**src/rtl/vga_reg_sequencer.sv**
```systemverilog
// ---------------------------------------------------------------------------
// vga_reg_sequencer
//
// Chooses which of the NUM_REGS 16-bit register values the VGA register
// viewer shows, and hands the viewer a copy of the register bus that only
// changes at frame starts so the digits never tear mid-frame.
//
// The selection is stepped by two debounced push buttons (next / prev) or,
// when auto_en is high, advanced automatically every DWELL_FRAMES frames.
// All selection and snapshot updates take effect together, one clk cycle
// after frame_tick.
//
// Ports
//   clk         100 MHz system clock
//   rst         asynchronous, active-low reset
//   vs          vertical sync (active-low pulse), asynchronous to clk
//   btn_next    raw, bouncing, active-high "next register" button
//   btn_prev    raw, bouncing, active-high "previous register" button
//   auto_en     1 = auto-cycle through registers, 0 = manual only
//   vals_in     live register bus, register k at [16k+15:16k]
//   sel         register index presented to the display (0..NUM_REGS-1)
//   vals_snap   frame-stable copy of vals_in
//   snap_valid  high once the first snapshot has been captured
//   frame_tick  one-cycle pulse per detected frame start (vs falling edge)
// ---------------------------------------------------------------------------
module vga_reg_sequencer #(
   parameter int NUM_REGS     = 7,
   parameter int DWELL_FRAMES = 60,
   parameter int DEB_CYCLES   = 1000000
) (
   input  logic         clk,
   input  logic         rst,
   input  logic         vs,
   input  logic         btn_next,
   input  logic         btn_prev,
   input  logic         auto_en,
   input  logic [111:0] vals_in,
   output logic [2:0]   sel,
   output logic [111:0] vals_snap,
   output logic         snap_valid,
   output logic         frame_tick
);

   // ------------------------------------------------------------------
   // Derived widths and constants
   // ------------------------------------------------------------------
   localparam int CNT_W = $clog2(DEB_CYCLES + 1);
   localparam int DW_W  = (DWELL_FRAMES > 1) ? $clog2(DWELL_FRAMES) : 1;

   localparam logic [2:0]       SEL_MAX    = 3'(NUM_REGS - 1);
   localparam logic [CNT_W-1:0] DEB_LAST   = CNT_W'(DEB_CYCLES - 1);
   localparam logic [DW_W-1:0]  DWELL_LAST = DW_W'(DWELL_FRAMES - 1);

   typedef enum logic [1:0] {
      DB_IDLE         = 2'd0,
      DB_PRESS_WAIT   = 2'd1,
      DB_HELD         = 2'd2,
      DB_RELEASE_WAIT = 2'd3
   } db_state_t;

   // ------------------------------------------------------------------
   // Frame start detection
   // vs is synchronised through two flops, then delayed once more so a
   // 1->0 transition of the synchronised level can be seen. The tick is
   // itself registered, so it rises on the third clk edge after vs is
   // first sampled low.
   // ------------------------------------------------------------------
   logic vs_meta_reg;
   logic vs_sync_reg;
   logic vs_prev_reg;
   logic frame_tick_reg;

   always_ff @(posedge clk or negedge rst) begin
      if (!rst) begin
         vs_meta_reg    <= 1'b0;
         vs_sync_reg    <= 1'b0;
         vs_prev_reg    <= 1'b0;
         frame_tick_reg <= 1'b0;
      end else begin
         vs_meta_reg    <= vs;
         vs_sync_reg    <= vs_meta_reg;
         vs_prev_reg    <= vs_sync_reg;
         // Sync registers reset low; vs idles high, so leaving reset only
         // produces a rising edge and never a spurious frame start.
         frame_tick_reg <= vs_prev_reg & ~vs_sync_reg;
      end
   end

   // ------------------------------------------------------------------
   // Button debouncers: index 0 = next, index 1 = prev.
   // Each button has its own synchroniser and four-state FSM. A press is
   // accepted after DEB_CYCLES stable-high cycles and yields exactly one
   // step pulse; a release must likewise be stable before a new press can
   // be recognised.
   // ------------------------------------------------------------------
   logic [1:0] btn_raw;
   logic [1:0] btn_step;

   assign btn_raw = {btn_prev, btn_next};

   generate
      for (genvar gi = 0; gi < 2; gi++) begin : g_deb
         logic             meta_reg;
         logic             sync_reg;
         db_state_t        state_reg;
         logic [CNT_W-1:0] cnt_reg;
         logic             step_reg;

         always_ff @(posedge clk or negedge rst) begin
            if (!rst) begin
               meta_reg  <= 1'b0;
               sync_reg  <= 1'b0;
               state_reg <= DB_IDLE;
               cnt_reg   <= '0;
               step_reg  <= 1'b0;
            end else begin
               meta_reg <= btn_raw[gi];
               sync_reg <= meta_reg;
               step_reg <= 1'b0;

               case (state_reg)
                  DB_IDLE: begin
                     if (sync_reg) begin
                        state_reg <= DB_PRESS_WAIT;
                        cnt_reg   <= '0;
                     end
                  end

                  DB_PRESS_WAIT: begin
                     if (!sync_reg) begin
                        // Bounce: the press was not stable long enough.
                        state_reg <= DB_IDLE;
                     end else if (cnt_reg == DEB_LAST) begin
                        state_reg <= DB_HELD;
                        step_reg  <= 1'b1;
                     end else begin
                        cnt_reg <= cnt_reg + CNT_W'(1);
                     end
                  end

                  DB_HELD: begin
                     // Holding the button emits nothing further.
                     if (!sync_reg) begin
                        state_reg <= DB_RELEASE_WAIT;
                        cnt_reg   <= '0;
                     end
                  end

                  DB_RELEASE_WAIT: begin
                     if (sync_reg) begin
                        // Release bounce: still the same press.
                        state_reg <= DB_HELD;
                     end else if (cnt_reg == DEB_LAST) begin
                        state_reg <= DB_IDLE;
                     end else begin
                        cnt_reg <= cnt_reg + CNT_W'(1);
                     end
                  end

                  default: begin
                     state_reg <= DB_IDLE;
                     cnt_reg   <= '0;
                  end
               endcase
            end
         end

         assign btn_step[gi] = step_reg;
      end
   endgenerate

   // ------------------------------------------------------------------
   // Pending steps, selection and dwell counter
   // ------------------------------------------------------------------
   logic              next_pend_reg;
   logic              next_pend_next;
   logic              prev_pend_reg;
   logic              prev_pend_next;
   logic [2:0]        sel_reg;
   logic [2:0]        sel_next;
   logic [2:0]        sel_inc;
   logic [2:0]        sel_dec;
   logic [DW_W-1:0]   dwell_reg;
   logic [DW_W-1:0]   dwell_next;
   logic [111:0]      vals_snap_reg;
   logic              snap_valid_reg;

   // Wrap-around neighbours of the current selection.
   assign sel_inc = (sel_reg == SEL_MAX) ? 3'd0    : sel_reg + 3'd1;
   assign sel_dec = (sel_reg == 3'd0)    ? SEL_MAX : sel_reg - 3'd1;

   always_comb begin
      // A frame consumes whatever was pending before it. A step pulse in
      // the frame_tick cycle is OR-ed in after the consume, so it survives
      // into the following frame.
      next_pend_next = (frame_tick_reg ? 1'b0 : next_pend_reg) | btn_step[0];
      prev_pend_next = (frame_tick_reg ? 1'b0 : prev_pend_reg) | btn_step[1];

      // Opposite steps within one frame cancel out.
      if (next_pend_next && prev_pend_next) begin
         next_pend_next = 1'b0;
         prev_pend_next = 1'b0;
      end
   end

   always_comb begin
      sel_next   = sel_reg;
      dwell_next = dwell_reg;

      if (frame_tick_reg) begin
         // At most one change per frame; a manual step wins over auto.
         if (next_pend_reg) begin
            sel_next   = sel_inc;
            dwell_next = '0;
         end else if (prev_pend_reg) begin
            sel_next   = sel_dec;
            dwell_next = '0;
         end else if (auto_en) begin
            if (dwell_reg == DWELL_LAST) begin
               sel_next   = sel_inc;
               dwell_next = '0;
            end else begin
               dwell_next = dwell_reg + DW_W'(1);
            end
         end
      end

      // Manual mode keeps the dwell parked at zero so that enabling auto
      // mode always starts a full dwell period.
      if (!auto_en) begin
         dwell_next = '0;
      end
   end

   always_ff @(posedge clk or negedge rst) begin
      if (!rst) begin
         next_pend_reg  <= 1'b0;
         prev_pend_reg  <= 1'b0;
         sel_reg        <= 3'd0;
         dwell_reg      <= '0;
         vals_snap_reg  <= '0;
         snap_valid_reg <= 1'b0;
      end else begin
         next_pend_reg <= next_pend_next;
         prev_pend_reg <= prev_pend_next;
         sel_reg       <= sel_next;
         dwell_reg     <= dwell_next;
         // Snapshot shares the frame_tick cycle with the selection update,
         // so sel and vals_snap always change on the same clk edge.
         if (frame_tick_reg) begin
            vals_snap_reg  <= vals_in;
            snap_valid_reg <= 1'b1;
         end
      end
   end

   assign sel        = sel_reg;
   assign vals_snap  = vals_snap_reg;
   assign snap_valid = snap_valid_reg;
   assign frame_tick = frame_tick_reg;

endmodule
```
**config.mk**
```make
export PLATFORM = sky130hd
export DESIGN_NAME = vga_reg_sequencer
export DESIGN_NICKNAME = d
export VERILOG_FILES = /design/src/rtl/vga_reg_sequencer.sv
export SDC_FILE = /design/constraint.sdc
export NUM_CORES = 1
export LEC_CHECK = 0
export BUFFER_PORTS_ARGS = -buffer_cell sky130_fd_sc_hd__buf_2
export CORE_UTILIZATION = 30
export DETAILED_ROUTE_END_ITERATION = 8
export GPL_TIMING_DRIVEN = 1
export SLEW_MARGIN = 20
export SYNTH_ARGS = -nofsm -noshare
export SYNTH_HDL_FRONTEND = slang
export SYNTH_SLANG_ARGS = --single-unit
```
**constraint.sdc**
```tcl
create_clock -name clk -period 4.6 [get_ports clk]
set_input_delay 0.46 -clock clk [delete_from_list [all_inputs] [get_ports clk]]
set_output_delay 0.46 -clock clk [all_outputs]
set_load 0.005 [all_outputs]
```
Word level (Yosys, flattened, before mapping)
Cells that the tools add are included.

word-level totals
  bits in registers = 178
  bits of input ports = 118
  logic and storage cells = 110

operators by class
  add/subtract/negate cells = 5
  equality and inequality tests = 23
  mux-type cells = 47
  bitwise operators = 4
  reductions and logical operators = 11

operators by type and width
  cell                   number
  $mux 20                10
  $pmux 20 s4            2
  $add 20x1->20 const B  2
  $eq 20x20->1 const B   2
  $mux 6                 5
  $mux 2                 12
  $mux 3                 6
  $ne 2x2->1 const B     8
  $pmux 2 s4             2
  $reduce_and 4->1       4
  $ne 3x3->1 const B     4
  $mux 1                 10
  $eq 2x2->1 const B     4
  $add 6x1->6 const B    1
  $eq 6x6->1 const B     1
  $reduce_bool 3->1      2
  $eq 2x1->1 const B     2
  $logic_not 2->1        2
  $add 3x1->3 const B    1
  $eq 3x3->1 const B     1
  $logic_not 3->1        1
  $reduce_and 3->1       1
  $sub 3x1->3 const B    1
  $ne 2x1->1 const B     1
  other kinds (4)        5

Logic depth before layout (Yosys ltp)
Gate-level depths: netlist of run 1.

  depth in word-level cells = 6
  gate-level depth with buffers = 7
  gate-level depth less buffers = 7

Least setup slack after synthesis of run 1
No wires, ideal clock.

  path type = register to register
  from = register g_deb[0].cnt_reg[0]
  to = register (tool-made name)
  data arrival time = 1.637 ns
  required time = 4.475 ns
  slack = 2.838 ns
  cell stages (with the launch flop) = 7
  path buffers = 1
  period minus slack after synthesis = 1.762 ns
  cell sequence = dfrtp_1 -> ha_1 -> and3_1 -> buf_2 -> nand2_1 -> nor4_2 -> mux2_2

RTL lines
  what                    RTL line  text
  from (decl)             106       logic [CNT_W-1:0] cnt_reg;
  from (signal assigned)  137       cnt_reg <= cnt_reg + CNT_W'(1);
  from (signal assigned)  156       cnt_reg <= cnt_reg + CNT_W'(1);

==> results.json, run 1 <==
{
  "maxCapViolCount": 0,
  "syn_area_um2": 7591,
  "yosys_warnings": 0,
  "rsz0062_at_grt": "no",
  "die_w_um": 161.1,
  "drt-wirelength-per-cell_um": 14.15,
  "grt_pass1_vias": 5226,
  "ys_async_sr_fraction": 1.000,
  "grt_max_degree": 104,
  "whs_ns": 0.03556,
  "yosysTopAreaCellShare": 0.5868,
  "fill_cells": 2352,
  "grt.total_usage": 0.1287,
  "fin_setup_tns_ns": 0,
  "fin_util": 0.3980,
  "root_buffer": "clkbuf_16",
  "fin_crit_sh": 0.4992,
  "min_period_ns": 2.297,
  "chipHeight_um": 161.1,
  "yosysTopAreaCell": "dfrtp_1",
  "antenna_found_initial": 0,
  "power_per_cell_area_nw_per_um2": 389.9,
  "htree_levels": 4,
  "yosysMostFrequentCell": "dfrtp_1",
  "setup_viol": 0,
  "grt.overflow.total": 0,
  "hold_violations": 0,
  "vias": 5421,
  "clk_latency_ns": 0.43,
  "antenna_cells": 0,
  "drive_gt1_frac": 0.4716,
  "crit_slowest_cell": "xor2_1",
  "row_count": 57,
  "routed_wl_um": 16560,
  "critPathLaunchType": "flop",
  "synth_ff_type": "dfrtp_1",
  "worstMarginPinSlew_ns": 1.038,
  "hpwl_um": 11770,
  "firstDrtPassIters": 4,
  "grt_pass1_wl_um": 26760,
  "crit_family": "simple AND/OR/NAND/NOR gates",
  "worst_ep_required_time_ns": 4.89,
  "cellLeakagePower_nw": 4.462,
  "clock-sinks": 178,
  "port_buffers": 234,
  "synthCells": 601,
  "cp-end-kind": "flop",
  "synthTopCellsByCount": "178 x dfrtp_1, 117 x mux2_2, 37 x nand2_1, 29 x nor2_1, 23 x o21ai_0",
  "dieArea_um2": 25940,
  "cts_tree": "done",
  "cts_buffer_depth": 2,
  "start_util": 0.3094,
  "postCtsSetupRepairBufs": 0,
  "pin_count": 235,
  "synth_seq_cells": 178,
  "maxSlewHeadroom": 0.3078,
  "cts_hold_buf": 0,
  "path_clk_slew_ns": 0.09,
  "finalMaxSlewViolations": 0,
  "synth_edf_count": 0,
  "power.total_mw": 3.807,
  "worstPathCellList": "xor2_1, nand4_1, nor3_1, xnor2_1, nor2_1",
  "finalNetCount": 959,
  "hold_class": "input port to asynchronous set/reset pin",
  "critPathMaxStageDelay_ns": 0.67,
  "cp_max_fo": 11,
  "syn_nets": 727,
  "gp_congestion": 0.7597,
  "cp.buffers_inverters": 0,
  "synth_area_leaders": "dfrtp_1 59%, mux2_2 17%, nand2_1 1.8%",
  "antenna_left": 0,
  "status": "complete, no violations",
  "drc_errors": 0,
  "ys_types": 53,
  "ir_drop_mv": 0.1763,
  "core_area_um2": 24530,
  "yosysSeqAreaShare": 0.5868,
  "synthToLayoutAreaGrowth_pct": 28.63,
  "dp_cells": 1138,
  "vias_per_cell": 4.633,
  "fin_cells": 1170,
  "cts_made_buffers": 17,
  "avgSynthCellArea_um2": 12.63,
  "crit_arrival_ns": 2.59,
  "drt-initial-drc-count": 294,
  "largest_register_ffs": 112,
  "path_class": "flop to flop",
  "clock_skew_ns": 0.01602,
  "max_freq_mhz": 435.4,
  "cts_resized": 0
}
power breakdown:
part / leakage, nW / switching [mW] / total [mW] / internal [mW]
clock network: 0.311 / 0.729 / 1.53 / 0.805
registers: 2.20 / 0.0970 / 1.82 / 1.72
logic: 1.95 / 0.187 / 0.454 / 0.267
total: 4.46 / 1.01 / 3.81 / 2.79
area by class of cell:
cell class / count / area, um^2 / share of cell area
clock buffers: 17 / 425.4 / 0.04357
clock inverters: 15 / 220.2 / 0.02255
inverters: 13 / 48.80 / 0.004997
multi-input cells: 385 / 2987 / 0.3059
flip-flops and latches: 178 / 4458 / 0.4566
well taps: 324 / 405.4 / 0.04152
repair buffers: 238 / 1220 / 0.1249
cells by family (layout without fill, tap and decap cells):
family	Yosys count	in the layout	synth area share
flip-flops	178	178	0.5868
adder cells (fa/ha/maj)	8	8	0.01319
AO/OA/AOI/OAI	75	75	0.06099
AND/OR/NAND/NOR	164	164	0.1197
buffers and inverters	38	283	0.01978
multiplexers	122	122	0.1802
XOR/XNOR	16	16	0.01945
per-layer routing:
layer,global-route usage,vias up,routed length (um)
met1,0.1707,2602,7699
met4,0.03216,0,138
li1,-,2646,-
met5,0,-,0
met3,0.03133,14,904
met2,0.2104,159,7817
stage by stage:
step / area, um^2 / worst slack [ns]
6_report: 9764 / 2.303
5_1_grt: 9764 / 2.060
4_1_cts: 9764 / 2.267
3_5_place_dp: 9119 / 2.327
3_3_place_gp: 9119 / 2.328
2_1_floorplan: 7591 / 2.838
layout by cell type, fill, tap and decap left out, drive strengths merged, types with 2 or more instances in the layout:
| cell type | count |
|---|---|
| a21oi | 17 |
| nand4b | 2 |
| ha | 8 |
| mux2i | 5 |
| nand4 | 8 |
| nor3b | 2 |
| a31oi | 8 |
| o21a | 4 |
| or4 | 6 |
| or4b | 2 |
| inv | 21 |
| clkinv | 6 |
| o21ai | 24 |
| nor3 | 13 |
| o211ai | 4 |
| a211oi | 2 |
| nor2b | 6 |
| and4b | 2 |
| nand2 | 37 |
| and2 | 5 |
| nand3 | 24 |
| xnor2 | 12 |
| clkbuf | 17 |
| mux2 | 117 |
| dfrtp | 178 |
| nor2 | 30 |
| o22ai | 3 |
| and3 | 7 |
| buf | 238 |
| a22o | 7 |
| xor2 | 4 |
| and4 | 4 |
| nor4 | 7 |
| or3 | 4 |
worst paths after layout:
path	startpoint	end	slack [ns]	depth (start not counted)
setup / recovery	flop	g_deb[0].cnt_reg[17]	2.30	5
hold / removal	rst	vals_snap[79]	0.04	1
setup reg to reg	flop	g_deb[0].cnt_reg[17]	2.30	5
hold reg to reg	vs_meta_reg	vs_sync_reg	0.35	0
max in group asynchronous	rst	vals_snap[98]	3.53	2
min in group clk	vs	vs_meta_reg	0.13	1
worst reg2reg max path: cells and delay by family (launching register included):
kind	cells	cell delay (ns)
xor gates and xnor gates	2	0.83
and+or+nand+nor	3	0.91
DFF	1	0.42
(Power assumes the default switching activity.)
==> run 2: changes to the inputs <==
- ABC_AREA: unset -> 1
- clock period: 4.6 -> 1.95 ns (I/O delays scaled with it)
==> results.json, run 2 <==
{
  "ys_types": 38,
  "crit_arrival_ns": 2.06,
  "synthTopCellsByCount": "519 x nand2_1, 178 x dfrtp_1, 76 x nor2_1, 51 x inv_1, 47 x nand3_1",
  "cts_made_buffers": 17,
  "yosysTopAreaCell": "dfrtp_1",
  "synthCells": 1027,
  "rsz0062_at_grt": "no",
  "finalNetCount": 1500,
  "syn_nets": 1153,
  "place_area_um2": 9751,
  "synth_ff_type": "dfrtp_1",
  "critPathLaunchType": "flop",
  "cellLeakagePower_nw": 5.914,
  "largest_register_ffs": 112,
  "met3_usage": 0.03541,
  "routed_wl_um": 22530,
  "grt_max_degree": 63,
  "path_class": "flop to flop",
  "synthToLayoutAreaGrowth_pct": 40.65,
  "drive_gt1_frac": 0.2208,
  "gp_congestion": 0.9065,
  "met2_usage": 0.2744,
  "fill_cells": 2521,
  "die_w_um": 166.6,
  "port_buffers": 234,
  "postCtsSetupRepairBufs": 0,
  "grt_pass1_wl_um": 37630,
  "root_buffer": "clkbuf_16",
  "hold_class": "input port to flop",
  "synth_area_leaders": "dfrtp_1 55%, nand2_1 24%, nor2_1 3.5%",
  "final_cell_mix": "519 x nand2_1, 233 x buf_2, 177 x dfrtp_1",
  "fin_crit_sh": 0.9083,
  "firstDrtPassIters": 7,
  "drt-initial-drc-count": 582,
  "ir_drop_mv": 0.4451,
  "worstMarginPinSlew_ns": 0.4524,
  "max_freq_mhz": 564.6,
  "cp_max_fo": 26,
  "avgSynthCellArea_um2": 7.912,
  "dieArea_um2": 27750,
  "drc_errors": 28,
  "row_count": 59,
  "path_clk_slew_ns": 0.07,
  "antenna_left": 0,
  "grt_pass1_vias": 7484,
  "cp-end-kind": "flop",
  "maxSlewHeadroom": 0.6984,
  "grt.overflow.total": 0,
  "synth_edf_count": 0,
  "vias_per_cell": 4.488,
  "maxCapViolCount": 0,
  "grt.total_usage": 0.1666,
  "cts_tree": "done",
  "cts_buffer_depth": 2,
  "ys_async_sr_fraction": 1.000,
  "status": "complete, but fails checks",
  "hold_violations": 0,
  "chipHeight_um": 166.6,
  "yosysSeqAreaShare": 0.5482,
  "syn_area_um2": 8125,
  "drt-wirelength-per-cell_um": 13.09,
  "violations": "DRC",
  "setup_viol": 0,
  "dp_cells": 1579,
  "vias": 7724,
  "fin_cells": 1721,
  "fin_util": 0.4349,
  "core_area_um2": 26280,
  "htree_levels": 4,
  "clock_skew_ns": 0.009728,
  "yosys_warnings": 0,
  "worst_ep_required_time_ns": 2.23,
  "grt_busiest_layer": "met2",
  "yosysTopAreaCellShare": 0.5482,
  "finalMaxSlewViolations": 0,
  "start_util": 0.3092,
  "grt_util_met1": 0.2190,
  "pin_count": 235,
  "fin_area_um2": 11430,
  "power.total_mw": 8.762,
  "layout_commonest_cell": "nand2_1",
  "yosysMostFrequentCell": "nand2_1",
  "antenna_cells": 0,
  "synth_seq_cells": 178,
  "hpwl_um": 15230,
  "clock-sinks": 178,
  "antenna_found_initial": 0,
  "min_period_ns": 1.771,
  "fin_setup_tns_ns": 0,
  "clk_latency_ns": 0.42,
  "power_per_cell_area_nw_per_um2": 766.6
}
-- run 2: cell types whose count changed after synthesis, moves of 7 or more --
cell | before | now
a21oi_1 | 17 | 7
a22o_1 | 7 | 0
a31oi_1 | 8 | 0
and3_1 | 7 | 0
inv_1 | 13 | 51
mux2_2 | 117 | 0
nand2_1 | 37 | 519
nand3_1 | 22 | 47
nand4_1 | 6 | 18
nor2_1 | 29 | 76
xnor2_1 | 12 | 2
xor2_1 | 3 | 10
-- run 2: final timing paths --
path / start / to / slack (ns) / cells past startpoint
worst max-delay path: g_deb[0].cnt_reg[1] / g_deb[0].cnt_reg[15] / 0.18 / 8
worst min-delay path: vals_in[21] / vals_snap[21] / 0.02 / 3
worst max register to register: g_deb[0].cnt_reg[1] / g_deb[0].cnt_reg[15] / 0.18 / 8
worst min register to register: vs_meta_reg / vs_sync_reg / 0.37 / 0
max in group asynchronous: rst / vals_snap[78] / 0.99 / 3
min in group asynchronous: rst / vals_snap[33] / 0.26 / 2
-- run 2: final cells by class --
class,count,area (um^2),share of cell area
Clock buffer,17,425.4,0.03722
Sequential cell,178,4458,0.3901
Timing Repair Buffer,363,2499,0.2186
Tap cell,335,419.2,0.03668
Multi-Input combinational cell,759,3272,0.2863
Inverter,55,216.5,0.01894
Clock inverter,14,138.9,0.01215
-- run 2: layer usage --
layer	vias to the layer above	wire length, um
met5	-	0
met4	0	437
met3	34	1336
met2	254	10580
met1	3549	10180
li1	3887	-
-- run 2: cell families (layout without fill, tap and decap cells) --
group	count (synthesis)	in the layout	synth area share
compound gates	51	51	0.03634
xor+xnor	12	12	0.01293
fa+ha+maj	8	8	0.01232
buf+inv	90	449	0.04943
flops	178	178	0.5482
simple gates	688	688	0.3408
-- run 2: through the flow --
stage               hold WS, ns  setup WS (ns)
CTS                     0.01407         0.1114
finish                  0.02185         0.1788
global route           0.003430        0.01166
floorplan               -0.1006         0.3190
global placement         0.1503         0.2384
detailed placement       0.1579         0.1384
-- run 2: report_power, final --
group	switching, mW	internal (mW)
Combinational	0.635	0.615
Sequential	0.187	4.02
Clock	1.61	1.70
Total	2.43	6.33
-- run 2: what timing repair did --
item                                   4_1_cts  5_1_grt
resized for setup                            0        1
hold buffers                               111        0
setup endpoints to repair                    0       12
endpoints found under the hold margin      151        0
-- run 2: worst max-delay path: stages (launching register included) --
cell	delay, ns
dfrtp_1	0.40
ha_2	0.27
nand3_2	0.15
inv_2	0.11
nand3_1	0.09
nor2_2	0.18
nor2_4	0.09
inv_4	0.19
o21ai_0	0.14
